==> src/rtl/mac_pkg.sv <==
// ---------------------------------------------------------------------------
// mac_pkg
// Shared definitions for the MAC transmit path: header word field positions,
// Ethernet frame sizes, the CRC-32 polynomial and residue, the encoder state
// encodings and a bit-reversal helper used when turning the CRC register
// into transmitted FCS bytes.
// ---------------------------------------------------------------------------
package mac_pkg;

  // Header word layout (bits above the port mask are reserved).
  localparam int PMASK_LSB    = 112;
  localparam int PMASK_W      = 4;
  localparam int DST_LSB      = 64;
  localparam int SRC_LSB      = 16;
  localparam int TYPE_LSB     = 0;
  localparam int MAC_W        = 48;
  localparam int TYPE_W       = 16;
  localparam int HDR_FIELDS_W = 112;

  // Frame geometry.
  localparam int MIN_PAYLOAD = 46;
  localparam int HDR_BYTES   = 14;
  localparam int FCS_BYTES   = 4;

  // CRC-32 (IEEE 802.3) in MSB-first register form.
  localparam logic [31:0] CRC_POLY    = 32'h04C1_1DB7;
  localparam logic [31:0] CRC_RESIDUE = 32'hC704_DD7B;

  typedef enum logic [2:0] {
    S_IDLE    = 3'd0,
    S_HEADER  = 3'd1,
    S_PAYLOAD = 3'd2,
    S_PAD     = 3'd3,
    S_FCS     = 3'd4,
    S_DRAIN   = 3'd5,
    S_END     = 3'd6
  } encState_t;

  // Reverses the bit order of a 32-bit word.
  function automatic logic [31:0] bitRev32(input logic [31:0] v);
    logic [31:0] r;
    for (int i = 0; i < 32; i++) begin
      r[i] = v[31-i];
    end
    return r;
  endfunction

endpackage

==> src/rtl/crc.sv <==
// ---------------------------------------------------------------------------
// crc
// Byte-wide CRC-32 engine (polynomial 0x04C11DB7, preset all-ones).
// Bits of each byte are consumed LSB first, matching Ethernet wire order, and
// the register is kept in MSB-first form with no output inversion.  A frame
// followed by its correct FCS leaves CRC_RESIDUE in the register.
//
// Ports:
//   clk     in   system clock
//   rst     in   synchronous preset to all-ones (active high)
//   crc_en  in   fold data_in into the register this cycle
//   data_in in   byte to accumulate
//   crc_out out  current register value
// ---------------------------------------------------------------------------
module crc
  import mac_pkg::*;
(
  input  logic        clk,
  input  logic        rst,
  input  logic        crc_en,
  input  logic [7:0]  data_in,
  output logic [31:0] crc_out
);

  logic [31:0] crc_q;
  logic [31:0] crc_d;

  // One serial CRC step per data bit, unrolled across the byte.
  always_comb begin
    crc_d = crc_q;
    for (int i = 0; i < 8; i++) begin
      if (crc_d[31] ^ data_in[i]) begin
        crc_d = {crc_d[30:0], 1'b0} ^ CRC_POLY;
      end else begin
        crc_d = {crc_d[30:0], 1'b0};
      end
    end
  end

  // The reset input is built from logic (frame start and system reset), so it
  // is sampled synchronously rather than used as an asynchronous clear.
  always_ff @(posedge clk) begin
    if (rst) begin
      crc_q <= '1;
    end else if (crc_en) begin
      crc_q <= crc_d;
    end
  end

  assign crc_out = crc_q;

endmodule

==> src/rtl/mac_enc.sv <==
// ---------------------------------------------------------------------------
// mac_enc
// MAC transmit encoder.  Pops one header word, rebuilds the Ethernet frame
// (DST, SRC, TYPE, body, optional zero pad, optional FCS) and writes it
// byte-serially to every PHY TX FIFO selected by the header port mask.
// A header with an empty port mask drains its body without writing.
//
// Ports:
//   clk, arst_n       clock, asynchronous active-low reset
//   h_fifo_dout/empty header FIFO (first-word fall-through)
//   h_fifo_rden       header pop (combinational)
//   b_fifo_dout/empty body FIFO (first-word fall-through)
//   b_fifo_del        current body byte ends the frame
//   b_fifo_rden       body pop (combinational)
//   o_fifo_din        byte on the shared TX FIFO bus (registered)
//   o_fifo_wren       per-port write enable (registered)
//   o_fifo_del        written byte ends the frame (registered)
//   o_fifo_afull      per-port TX FIFO almost-full
//   frame_done        pulse after a transmitted frame completes
//   frame_drop        pulse after a mask-0 frame has been drained
// ---------------------------------------------------------------------------
module mac_enc
  import mac_pkg::*;
#(
  parameter bit APPEND_FCS    = 1'b1,
  parameter bit PAD_EN        = 1'b1,
  parameter int HEADER_DWIDTH = 128
) (
  input  logic                     clk,
  input  logic                     arst_n,
  input  logic [HEADER_DWIDTH-1:0] h_fifo_dout,
  input  logic                     h_fifo_empty,
  output logic                     h_fifo_rden,
  input  logic [7:0]               b_fifo_dout,
  input  logic                     b_fifo_empty,
  input  logic                     b_fifo_del,
  output logic                     b_fifo_rden,
  output logic [7:0]               o_fifo_din,
  output logic [3:0]               o_fifo_wren,
  output logic                     o_fifo_del,
  input  logic [3:0]               o_fifo_afull,
  output logic                     frame_done,
  output logic                     frame_drop
);

  encState_t                 state_q, state_d;
  logic [HDR_FIELDS_W-1:0]   hdr_q, hdr_d;
  logic [PMASK_W-1:0]        mask_q, mask_d;
  logic [10:0]               cnt_q, cnt_d;
  logic [3:0]                idx_q, idx_d;

  logic [7:0]                din_q;
  logic [3:0]                wren_q;
  logic                      del_q, done_q, drop_q;

  logic                      stall;
  logic                      emit, emitDel, doneD, dropD;
  logic                      crcEn, crcRst, crcRstAll;
  logic [7:0]                emitByte;
  logic [10:0]               cntInc;
  logic [31:0]               crcOut;
  logic [13:0][7:0]          hdrBytes;
  logic [3:0][7:0]           fcsBytes;
  logic                      unusedHdrBits;

  // Reserved header bits carry nothing for the encoder.
  assign unusedHdrBits = ^h_fifo_dout[HEADER_DWIDTH-1:PMASK_LSB+PMASK_W];

  assign stall  = |(o_fifo_afull & mask_q);
  assign cntInc = (cnt_q == 11'h7FF) ? cnt_q : cnt_q + 11'd1;

  // Byte 13 of this view is DST[47:40], the first byte on the wire.
  assign hdrBytes = hdr_q;

  // Ethernet sends the inverted, bit-reflected CRC, least significant byte
  // first; the CRC register is frozen while these bytes go out.
  assign fcsBytes = ~bitRev32(crcOut);

  // Next-state, pop and emit decisions.  Stall freezes everything except the
  // drain of a dropped frame, which never writes and so cannot overflow.
  always_comb begin
    state_d     = state_q;
    hdr_d       = hdr_q;
    mask_d      = mask_q;
    cnt_d       = cnt_q;
    idx_d       = idx_q;
    h_fifo_rden = 1'b0;
    b_fifo_rden = 1'b0;
    emit        = 1'b0;
    emitByte    = 8'h00;
    emitDel     = 1'b0;
    crcEn       = 1'b0;
    crcRst      = 1'b0;
    doneD       = 1'b0;
    dropD       = 1'b0;

    case (state_q)
      S_IDLE: begin
        if (!h_fifo_empty) begin
          h_fifo_rden = 1'b1;
          hdr_d       = h_fifo_dout[HDR_FIELDS_W-1:0];
          mask_d      = h_fifo_dout[PMASK_LSB +: PMASK_W];
          crcRst      = 1'b1;
          cnt_d       = '0;
          idx_d       = '0;
          state_d     = (h_fifo_dout[PMASK_LSB +: PMASK_W] == '0) ? S_DRAIN : S_HEADER;
        end
      end

      S_HEADER: begin
        if (!stall) begin
          emit     = 1'b1;
          emitByte = hdrBytes[4'd13 - idx_q];
          crcEn    = 1'b1;
          if (idx_q == 4'(HDR_BYTES - 1)) begin
            idx_d   = '0;
            state_d = S_PAYLOAD;
          end else begin
            idx_d = idx_q + 4'd1;
          end
        end
      end

      S_PAYLOAD: begin
        if (!stall && !b_fifo_empty) begin
          b_fifo_rden = 1'b1;
          emit        = 1'b1;
          emitByte    = b_fifo_dout;
          crcEn       = 1'b1;
          cnt_d       = cntInc;
          if (b_fifo_del) begin
            if (!APPEND_FCS) begin
              emitDel = 1'b1;
              state_d = S_END;
            end else if (PAD_EN && (cntInc < 11'(MIN_PAYLOAD))) begin
              state_d = S_PAD;
            end else begin
              state_d = S_FCS;
            end
          end
        end
      end

      S_PAD: begin
        if (!stall) begin
          emit  = 1'b1;
          crcEn = 1'b1;
          cnt_d = cntInc;
          if (cntInc >= 11'(MIN_PAYLOAD)) begin
            state_d = S_FCS;
          end
        end
      end

      S_FCS: begin
        if (!stall) begin
          emit     = 1'b1;
          emitByte = fcsBytes[idx_q[1:0]];
          if (idx_q == 4'(FCS_BYTES - 1)) begin
            emitDel = 1'b1;
            idx_d   = '0;
            state_d = S_END;
          end else begin
            idx_d = idx_q + 4'd1;
          end
        end
      end

      S_DRAIN: begin
        if (!b_fifo_empty) begin
          b_fifo_rden = 1'b1;
          if (b_fifo_del) begin
            dropD   = 1'b1;
            state_d = S_END;
          end
        end
      end

      S_END: begin
        doneD   = (mask_q != '0);
        hdr_d   = '0;
        mask_d  = '0;
        cnt_d   = '0;
        idx_d   = '0;
        state_d = S_IDLE;
      end

      default: state_d = S_END;
    endcase
  end

  // State and frame registers plus the registered output stage.
  always_ff @(posedge clk or negedge arst_n) begin
    if (!arst_n) begin
      state_q <= S_IDLE;
      hdr_q   <= '0;
      mask_q  <= '0;
      cnt_q   <= '0;
      idx_q   <= '0;
      din_q   <= '0;
      wren_q  <= '0;
      del_q   <= 1'b0;
      done_q  <= 1'b0;
      drop_q  <= 1'b0;
    end else begin
      state_q <= state_d;
      hdr_q   <= hdr_d;
      mask_q  <= mask_d;
      cnt_q   <= cnt_d;
      idx_q   <= idx_d;
      din_q   <= emitByte;
      wren_q  <= emit ? mask_q : 4'b0000;
      del_q   <= emit & emitDel;
      done_q  <= doneD;
      drop_q  <= dropD;
    end
  end

  assign crcRstAll = ~arst_n | crcRst;

  crc u_crc (
    .clk     (clk),
    .rst     (crcRstAll),
    .crc_en  (crcEn),
    .data_in (emitByte),
    .crc_out (crcOut)
  );

  assign o_fifo_din  = din_q;
  assign o_fifo_wren = wren_q;
  assign o_fifo_del  = del_q;
  assign frame_done  = done_q;
  assign frame_drop  = drop_q;

endmodule

==> config.mk <==
export PLATFORM = sky130hd
export DESIGN_NAME = mac_enc
export DESIGN_NICKNAME = d
export VERILOG_FILES = /design/src/rtl/mac_pkg.sv /design/src/rtl/crc.sv /design/src/rtl/mac_enc.sv
export SDC_FILE = /design/constraint.sdc
export NUM_CORES = 1
export LEC_CHECK = 0
export BUFFER_PORTS_ARGS = -buffer_cell sky130_fd_sc_hd__buf_2
export CAP_MARGIN = 10
export CORE_UTILIZATION = 55
export CTS_BUF_LIST = sky130_fd_sc_hd__clkbuf_8
export DETAILED_ROUTE_END_ITERATION = 8
export GPL_TIMING_DRIVEN = 0
export PLACE_DENSITY = 0.84
export SLEW_MARGIN = 40
export SYNTH_ARGS = -nofsm -noshare
export SYNTH_HDL_FRONTEND = slang
export SYNTH_SLANG_ARGS = --single-unit
==> constraint.sdc <==
create_clock -name clk -period 10.6 [get_ports clk]
set_clock_uncertainty 0.2 [all_clocks]
set_input_delay 1.59 -clock clk [delete_from_list [all_inputs] [get_ports clk]]
set_output_delay 1.59 -clock clk [all_outputs]
set_load 0.1 [all_outputs]
==> impl_metrics.ini, run 1 <==
[die]
die_x_um = 131
rows = 46
start_util_pct = 56.9
core_mm2 = 0.0161
die-height_um = 131
die_area_mm2 = 0.0171
io_pins = 162

[synthesis]
ys_ff_latch = 181
async_flop_share_pct = 82.3
synthMuxAreaShare_pct = 9.18
synth_xor_area_share_pct = 8.80
syn_inst = 777
synthAdderAreaFrac_pct = 0.684
synth-simple-area-share_pct = 8.27
synth_compound_area_share_pct = 21.9
syn-num-nets = 927
synth_ff_type = dfrtp_1
synth_top_family_by_area = compound AO/OA/AOI/OAI gates
avgSynthCellArea_um2 = 11.8
synth_common_cells = 149 x dfrtp_1, 119 x a22o_1, 53 x nand2_1
synth-edff-count = 0
yosysWarnings = 0
syn_area_mm2 = 0.00914
synth_top_area_share_pct = 40.8
synth_top_cell_by_area = dfrtp_1
synth_most_common_cell = dfrtp_1
seq_area_frac_synth_pct = 47.8
synth_cell_types = 71
synthTopCellsByArea = dfrtp_1 41%, a22o_1 11%, dfxtp_1 7.0%

[pwr]
pwr-share-comb_pct = 55.8
powerDensity_mw_per_mm2 = 343
switching_share_pct = 44.3
clkPwrFrac_pct = 12.2
vdd_drop_max_mv = 0.154
p_sw_mw = 1.61
p_seq_share_pct = 32.0
p_leak_nw = 4.83
p_int_mw = 2.03

[sta]
fmax_mhz = 189
tns_ps = 0
period_share_pct = 49.8
tightestPinTransition_ps = 817
fin_crit_ps = 5280
finalSetupViolations = 0
rsz0062_at_grt = false
timing.hold.ws_ps = 300
hold_viol_final = 0
slew_viol_final = 0
slew_headroom_pct = 44.9

[global_routing]
grt_pass1_vias = 7358
grt_max_degree = 78
grt-ovfl-total = 0
antenna_found_initial = 2
track_usage_pct = 31.4
grt_pass1_wl_mm = 39.5

[setup_path]
startpoint_type = primary input
crit_path_end_kind = output pin
crit_arrival_ps = 3490
reg2regPathDepth = 15
worstSetupPathType = in2out
cp.required_ps = 8810
crit_path_max_fanout = 10

[routing]
wl_mm = 25.3
num_vias = 7546
dr_wl_met3_mm = 2.45
drc = 0
ant_nets = 0
dr_wl_met2_mm = 11.6
drt_iter0_markers = 713
drt-met1-wl_mm = 10.4
avgRoutedWirePerCell_um = 21.5
avgViaCountPerCell = 6.41
drt_pre_antenna_iters = 5
dr.max_layer_used = met5

[clocking]
clock_path_buffers = 2
cts-resized-gates = 0
htree_levels = 4
clkLatencyLatePin_ps = 490
cts_tree = built
hold_buffers = 0
root_buffer = clkbuf_8
post-cts-setup-buffers = 0
cts_buffers = 17
clock_sinks = 181
clk_pin_slew_ps = 90

[worst_hold_path]
hold-path-cell-count = 1
worstHoldPathType = reg2reg

[cells_and_area]
nNetsFinal = 1097
syn_to_final_growth_pct = 15.8
fillCellCount = 1224
post_layout_nonfiller_instances = 1177
drive_gt1_share_pct = 25.7

[run_status]
outcome = completed

[place]
hpwl_mm = 18.2
io_buffers = 149
numPlacedInstances = 1144
place_congestion = 0.959

[job]
drv_cap = 0
-- routing by layer --
| layer | global-route usage (%) | vias to the layer above |
|---|---|---|
| met3 | 7.82 | 67 |
| met1 | 42.3 | 3756 |
| met2 | 48.2 | 434 |
| met4 | 14.5 | 2 |
| met5 | 0 | - |
| li1 | - | 3287 |
-- registers in the layout, indices dropped and copies added, names as in the netlist --
register / count
frame_done: 1
o_fifo_wren: 4
frame_drop: 1
o_fifo_din: 8
cnt_q: 11
idx_q: 4
mask_q: 4
hdrBytes: 112
o_fifo_del: 1
state_q: 3
u_crc.crc_out: 32
-- final cells by class --
| type | count | area (um^2) | area share, % |
|---|---|---|---|
| multi-input cells | 532 | 4470 | 42.2 |
| flip-flops and latches | 181 | 4370 | 41.3 |
| repair buffers | 151 | 811 | 7.66 |
| plain buffers | 55 | 273 | 2.58 |
| well taps | 216 | 270 | 2.55 |
| clock buffers | 17 | 234 | 2.21 |
| clock inverters | 15 | 130 | 1.23 |
| inverters | 9 | 33.8 | 0.319 |
| diodes | 1 | 2.50 | 0.0236 |
-- through the flow --
step	util [%]	power, mW	worst slack [ps]	instance area (um^2)
3_5_place_dp	63.7	3.16	5360	10200
3_3_place_gp	63.3	3.09	4780	10200
5_1_grt	66.0	3.85	5280	10600
4_1_cts	65.9	3.61	5350	10600
2_1_floorplan	-	2.68	5090	9140
6_report	66.0	3.64	5320	10600
-- placed cells by master, fill, tap and decap left out, types with 21 or more instances in the layout --
cell type / instances
dfxtp_1: 32
o21ai_0: 21
dfrtp_1: 149
nor2_1: 32
buf_2: 155
xnor2_1: 39
nand2_1: 53
clkbuf_1: 35
a21oi_1: 37
a22o_1: 119
-- worst paths after layout --
| path | slack [ps] | start | endpoint |
|---|---|---|---|
| worst min-delay path | 300 | hdrBytes[102] | hdrBytes[102] |
| max in group asynchronous | 8620 | arst_n | hdrBytes[85] |
| worst max-delay path | 5320 | h_fifo_empty | h_fifo_rden |
| worst max register to register | 5950 | idx_q[1] | u_crc.crc_out[6] |
| worst min register to register | 300 | hdrBytes[102] | hdrBytes[102] |
| min in group asynchronous | 880 | arst_n | hdrBytes[108] |
-- power by group through the flow --
stage | Clock, mW | Combinational [mW] | Sequential, mW
6_report | 0.445 | 2.03 | 1.16
5_1_grt | 0.479 | 2.18 | 1.19
4_1_cts | 0.449 | 2.00 | 1.16
3_5_place_dp | 0 | 1.99 | 1.16
3_3_place_gp | 0 | 1.93 | 1.15
2_1_floorplan | 0 | 1.47 | 1.21
-- worst max-delay path, stage by stage --
cell and delay [ps]:
buf_2 120, nor4_1 260, clkbuf_1 490, clkbuf_1 490
buf_2 530
-- cells by family (layout without fill, tap and decap cells) --
| kind of cell | count (synthesis) | count (layout) |
|---|---|---|
| AOI/OAI and AO/OA | 255 | 255 |
| and+or+nand+nor | 155 | 155 |
| adders and majority gates | 5 | 5 |
| muxes | 48 | 48 |
| xor gates and xnor gates | 69 | 69 |
| DFF | 181 | 181 |
| buffers and inverters | 64 | 247 |
| other | 0 | 1 |
Note: power is estimated with default switching activity, not from simulation.
==> run 2, diff against run 1 <==
- CORE_UTILIZATION: 55 -> 53
- clock period: 10.6 -> 4.3 ns (I/O delays scaled with it)
==> impl_metrics.ini, run 2 (same netlist as run 1, synthesis figures left out) <==
[cells_and_area]
drive_gt1_share_pct = 27.5
syn_to_final_growth_pct = 18.9
nNetsFinal = 1112
fin_util_pct = 65.1
antenna-diode-count = 0
final_cell_mix = 154 x buf_2, 149 x dfrtp_1, 119 x a22o_1
largest_reg_flops = 112
layout_commonest_cell = buf_2

[global_routing]
grt-ovfl-total = 0
grt_max_degree = 58
track_usage_pct = 30.3
antenna_found_initial = 0
busiest_layer = met2
grt_use_met2_pct = 45.2
met3_usage_pct = 6.93
grt_pass1_wl_mm = 40.7
met1_usage_pct = 42.5
grt_pass1_vias = 7370

[routing]
drc = 0
ant_nets = 0
num_vias = 7673
wl_mm = 26.2
drt_pre_antenna_iters = 6
avgRoutedWirePerCell_um = 21.9
avgViaCountPerCell = 6.42
drt_iter0_markers = 774

[place]
dp_slack_ps = -218
hpwl_mm = 18.5
io_buffers = 149
place_congestion = 0.932

[sta]
fin_ws_ps = 116
slew_viol_final = 0
tns_ps = 0
rsz0062_at_grt = true
slew_headroom_pct = 44.1
period_share_pct = 97.3
hold_viol_final = 0
fin_crit_ps = 4180
fmax_mhz = 239
finalSetupViolations = 0
tightestPinTransition_ps = 833

[die]
io_pins = 162
die_area_mm2 = 0.0178
die-height_um = 133
die_x_um = 133
start_util_pct = 54.7
core_mm2 = 0.0167
rows = 47

[setup_path]
cp.required_ps = 4510
crit_arrival_ps = 4390
startpoint_type = flop
crit_path_max_fanout = 10
crit_path_end_kind = flop
critPathMaxStageDelay_ps = 440
crit_slowest_cell = dfrtp_1
path_cells = buf_6 -> buf_6 -> clkbuf_4 -> inv_1 -> ha_1 -> clkbuf_4 -> mux2i_1 -> a21oi_1 -> o2111ai_2 -> o311ai_4 -> xor2_2 -> buf_4 -> xnor2_4 -> xnor2_1 -> or3_1 -> nand3_1
worstSetupPathType = reg2reg

[clocking]
clkLatencyLatePin_ps = 470
root_buffer = clkbuf_8
cts_buffers = 17
clock_path_buffers = 2
htree_levels = 4
cts_tree = built
clk_pin_slew_ps = 100
clock_sinks = 181

[pwr]
p_leak_nw = 4.95
total_power_mw = 9.42
vdd_drop_max_mv = 0.493
powerDensity_mw_per_mm2 = 867

[run_status]
outcome = completed

[worst_hold_path]
worstHoldPathType = in2reg

[job]
drv_cap = 0
-- run 2: cell count changes in the layout (fill, tap and decap cells not counted), moves of 2 or more --
cell and delta:
clkinvlp_4 -2, xor2_4 +3, xor2_2 -3, clkbuf_4 +2
xnor2_4 +2, inv_6 -2, clkinv_4 +2, xnor2_1 -2
buf_4 +13
-- run 2: timing repair --
action / CTS / global route
hold buffers: 1 / 0
endpoints found under the setup margin: 10 / 20
pin swaps: 2 / 5
buffers inserted: 4 / 10
resized for setup: 4 / 14
endpoints found under the hold margin: 39 / 0
-- run 2: metrics by stage --
step / cells / hold WS (ps) / cell area [um^2]
after floorplan: 777 / 149 / 9140
after global placement: 1146 / 275 / 10200
after detailed placement: 1148 / 282 / 10200
after CTS: 1185 / 164 / 10700
after global routing: 1195 / 172 / 10900
final: 1195 / 192 / 10900
-- run 2: critical path, delay by kind of cell (launching register included) --
kind / cells / cell delay [ps]
adders and majority gates: 1 / 400
buffers and inverters: 6 / 1150
DFF: 1 / 440
and+or+nand+nor: 2 / 410
xor gates and xnor gates: 3 / 660
muxes: 1 / 290
AOI/OAI and AO/OA: 3 / 570
-- run 2: final cells by class --
type | count | area [um^2]
Tap cell | 220 | 275
Clock inverter | 14 | 153
Inverter | 9 | 33.8
Buffer | 55 | 283
Clock buffer | 18 | 248
Sequential cell | 181 | 4370
Timing Repair Buffer | 166 | 926
Fill cell | 1268 | 5830
Multi-Input combinational cell | 532 | 4580
-- run 2: per-layer routing --
| layer | part of all wire (%) | wire length, um |
|---|---|---|
| met5 | 0 | 0 |
| met4 | 3.9 | 1020 |
| met3 | 10 | 2630 |
| met2 | 45 | 11800 |
| met1 | 41 | 10700 |
-- run 2: report_power, final --
part	switching [mW]	internal [mW]
Combinational	2.99	2.36
Clock	0.640	0.541
Sequential	0.510	2.38
-- run 2: path summary, 6_finish.rpt --
check	startpoint	endpoint	slack (ps)	cells past startpoint
worst max-delay path	idx_q[1]	u_crc.crc_out[2]	120	16
worst min-delay path	h_fifo_dout[60]	hdrBytes[60]	190	2
worst max register to register	idx_q[1]	u_crc.crc_out[2]	120	16
worst min register to register	hdrBytes[4]	hdrBytes[4]	300	1
max in group asynchronous	arst_n	hdrBytes[68]	2850	3
min in group asynchronous	arst_n	hdrBytes[0]	470	2
==> run 3, diff against run 2 <==
- ABC_AREA: default -> 1
- PLACE_DENSITY: 0.84 -> 0.83
==> impl_metrics.ini, run 3 <==
[routing]
avgViaCountPerCell = 5.62
drt_pre_antenna_iters = 6
num_vias = 10400
drc = 0
drt_iter0_markers = 989
avgRoutedWirePerCell_um = 17.2
wl_mm = 31.8
ant_nets = 0

[place]
place_congestion = 0.954
hpwl_mm = 23.4
io_buffers = 149
dp_slack_ps = 445
numPlacedInstances = 1809

[clocking]
clock_path_buffers = 2
htree_levels = 4
post-cts-setup-buffers = 0
clk_pin_slew_ps = 110
root_buffer = clkbuf_8
clkLatencyLatePin_ps = 500
cts_tree = built
clock_sinks = 181
cts_buffers = 17

[setup_path]
crit_arrival_ps = 4170
worstSetupPathType = reg2reg
startpoint_type = flop
crit_path_end_kind = flop
crit_path_max_fanout = 10
cp.required_ps = 4460

[job]
drv_cap = 0

[run_status]
outcome = completed

[synthesis]
synth_top_cell_by_area = dfrtp_1
async_flop_share_pct = 82.3
syn_area_mm2 = 0.0102
avgSynthCellArea_um2 = 7.16
synth-edff-count = 0
synth_top_area_share_pct = 36.6
yosysWarnings = 0
synth_most_common_cell = nand2_1
syn-num-nets = 1574
synthTopCellsByArea = dfrtp_1 37%, nand2_1 18%, nand3_1 10%
syn_inst = 1424
seq_area_frac_synth_pct = 42.9
synth_common_cells = 502 x nand2_1, 211 x nand3_1, 149 x dfrtp_1
synth_ff_type = dfrtp_1
ys_ff_latch = 181
synth_cell_types = 42

[pwr]
p_leak_nw = 6.16
powerDensity_mw_per_mm2 = 840
vdd_drop_max_mv = 0.453
total_power_mw = 9.85

[global_routing]
track_usage_pct = 33.7
grt-ovfl-total = 0
grt_max_degree = 69
antenna_found_initial = 1
grt_pass1_wl_mm = 51.3
grt_pass1_vias = 10000

[sta]
period_share_pct = 93.3
fmax_mhz = 249
fin_crit_ps = 4010
finalSetupViolations = 0
fin_ws_ps = 290
hold_viol_final = 0
slew_viol_final = 0
slew_headroom_pct = 42.7
rsz0062_at_grt = false
tightestPinTransition_ps = 859

[die]
start_util_pct = 54.3
io_pins = 162
rows = 50
die_x_um = 141
die-height_um = 141
core_mm2 = 0.0188
die_area_mm2 = 0.0198

[cells_and_area]
seqCellArea_mm2 = 0.00437
syn_to_final_growth_pct = 15.0
largest_reg_flops = 112
multi_input_area_mm2 = 0.00494
drive_gt1_share_pct = 17.0
fillCellCount = 1725
nNetsFinal = 1745
layout_commonest_cell = nand2_1
final_cell_mix = 502 x nand2_1, 211 x nand3_1, 162 x buf_2
post_layout_nonfiller_instances = 1843

[worst_hold_path]
worstHoldPathType = in2reg
run 3: cell families (layout without fill, tap and decap cells):
kind of cell | after synthesis | after routing | share of synthesized area [%]
AOI/OAI and AO/OA | 186 | 186 | 9.73
xor gates and xnor gates | 27 | 27 | 2.61
adders and majority gates | 5 | 5 | 0.614
buffers and inverters | 207 | 391 | 8.77
DFF | 181 | 181 | 42.9
other | 0 | 1 | 0
and+or+nand+nor | 818 | 818 | 35.4
run 3: layout make-up:
type / instances / share of cell area (%)
timing repair buffer: 152 / 7.00
clock buffer: 18 / 2.11
sequential: 181 / 37.3
clock inverter: 14 / 1.37
antenna: 1 / 0.0213
inverter: 138 / 4.44
buffer: 69 / 3.19
multi-input combinational: 1036 / 42.1
tap: 234 / 2.50
run 3: routing by layer:
metal  track usage [%]  wire (um)  part of all wire, %
met5                 0          0                    0
met4              17.5       1520                  4.8
met3              6.08       2930                  9.2
met2              53.7      14200                   45
met1              44.1      13100                   41
run 3: critical path, cell delays in order (launching register included):
cell,delay (ps)
dfrtp_1,460
inv_1,100
buf_2,290
buf_2,350
ha_1,290
buf_4,180
inv_2,190
buf_2,270
nand3_1,100
nand3_1,90
nand3_1,210
nand2_2,160
nand2_1,60
nand2_1,220
nand2_1,130
nand2_1,130
nand2_1,90
nand2_1,130
xor2_1,160
o21ai_1,70
run 3: what timing repair did:
item	in CTS	in global routing
hold buffers	1	0
setup endpoints to repair	0	0
resized for setup	0	0
hold endpoints to repair	28	0
run 3: metrics by stage:
step	hold slack [ps]	cell area [um^2]	util (%)	TNS (ps)
after floorplan	149	10200	-	0
after CTS	121	11700	62.4	0
after detailed placement	252	11300	60.2	0
final	134	11700	62.5	0
after global placement	239	11200	59.9	-3980
after global routing	131	11700	62.5	0
run 3: path summary, 6_finish.rpt:
kind,cells after the start,start,slack (ps),to
worst max-delay path,19,idx_q[1],290,u_crc.crc_out[15]
worst min-delay path,3,h_fifo_dout[16],130,hdrBytes[16]
worst max register to register,19,idx_q[1],290,u_crc.crc_out[15]
worst min register to register,2,u_crc.crc_out[22],280,u_crc.crc_out[22]
max in group asynchronous,4,arst_n,2590,hdrBytes[54]
min in group asynchronous,2,arst_n,380,cnt_q[7]
run 3: where the power goes:
group | switching (mW) | internal (mW) | total [mW]
Sequential | 0.433 | 2.39 | 2.83
Clock | 0.719 | 0.500 | 1.22
Combinational | 4.05 | 1.75 | 5.80
Total | 5.21 | 4.64 | 9.85
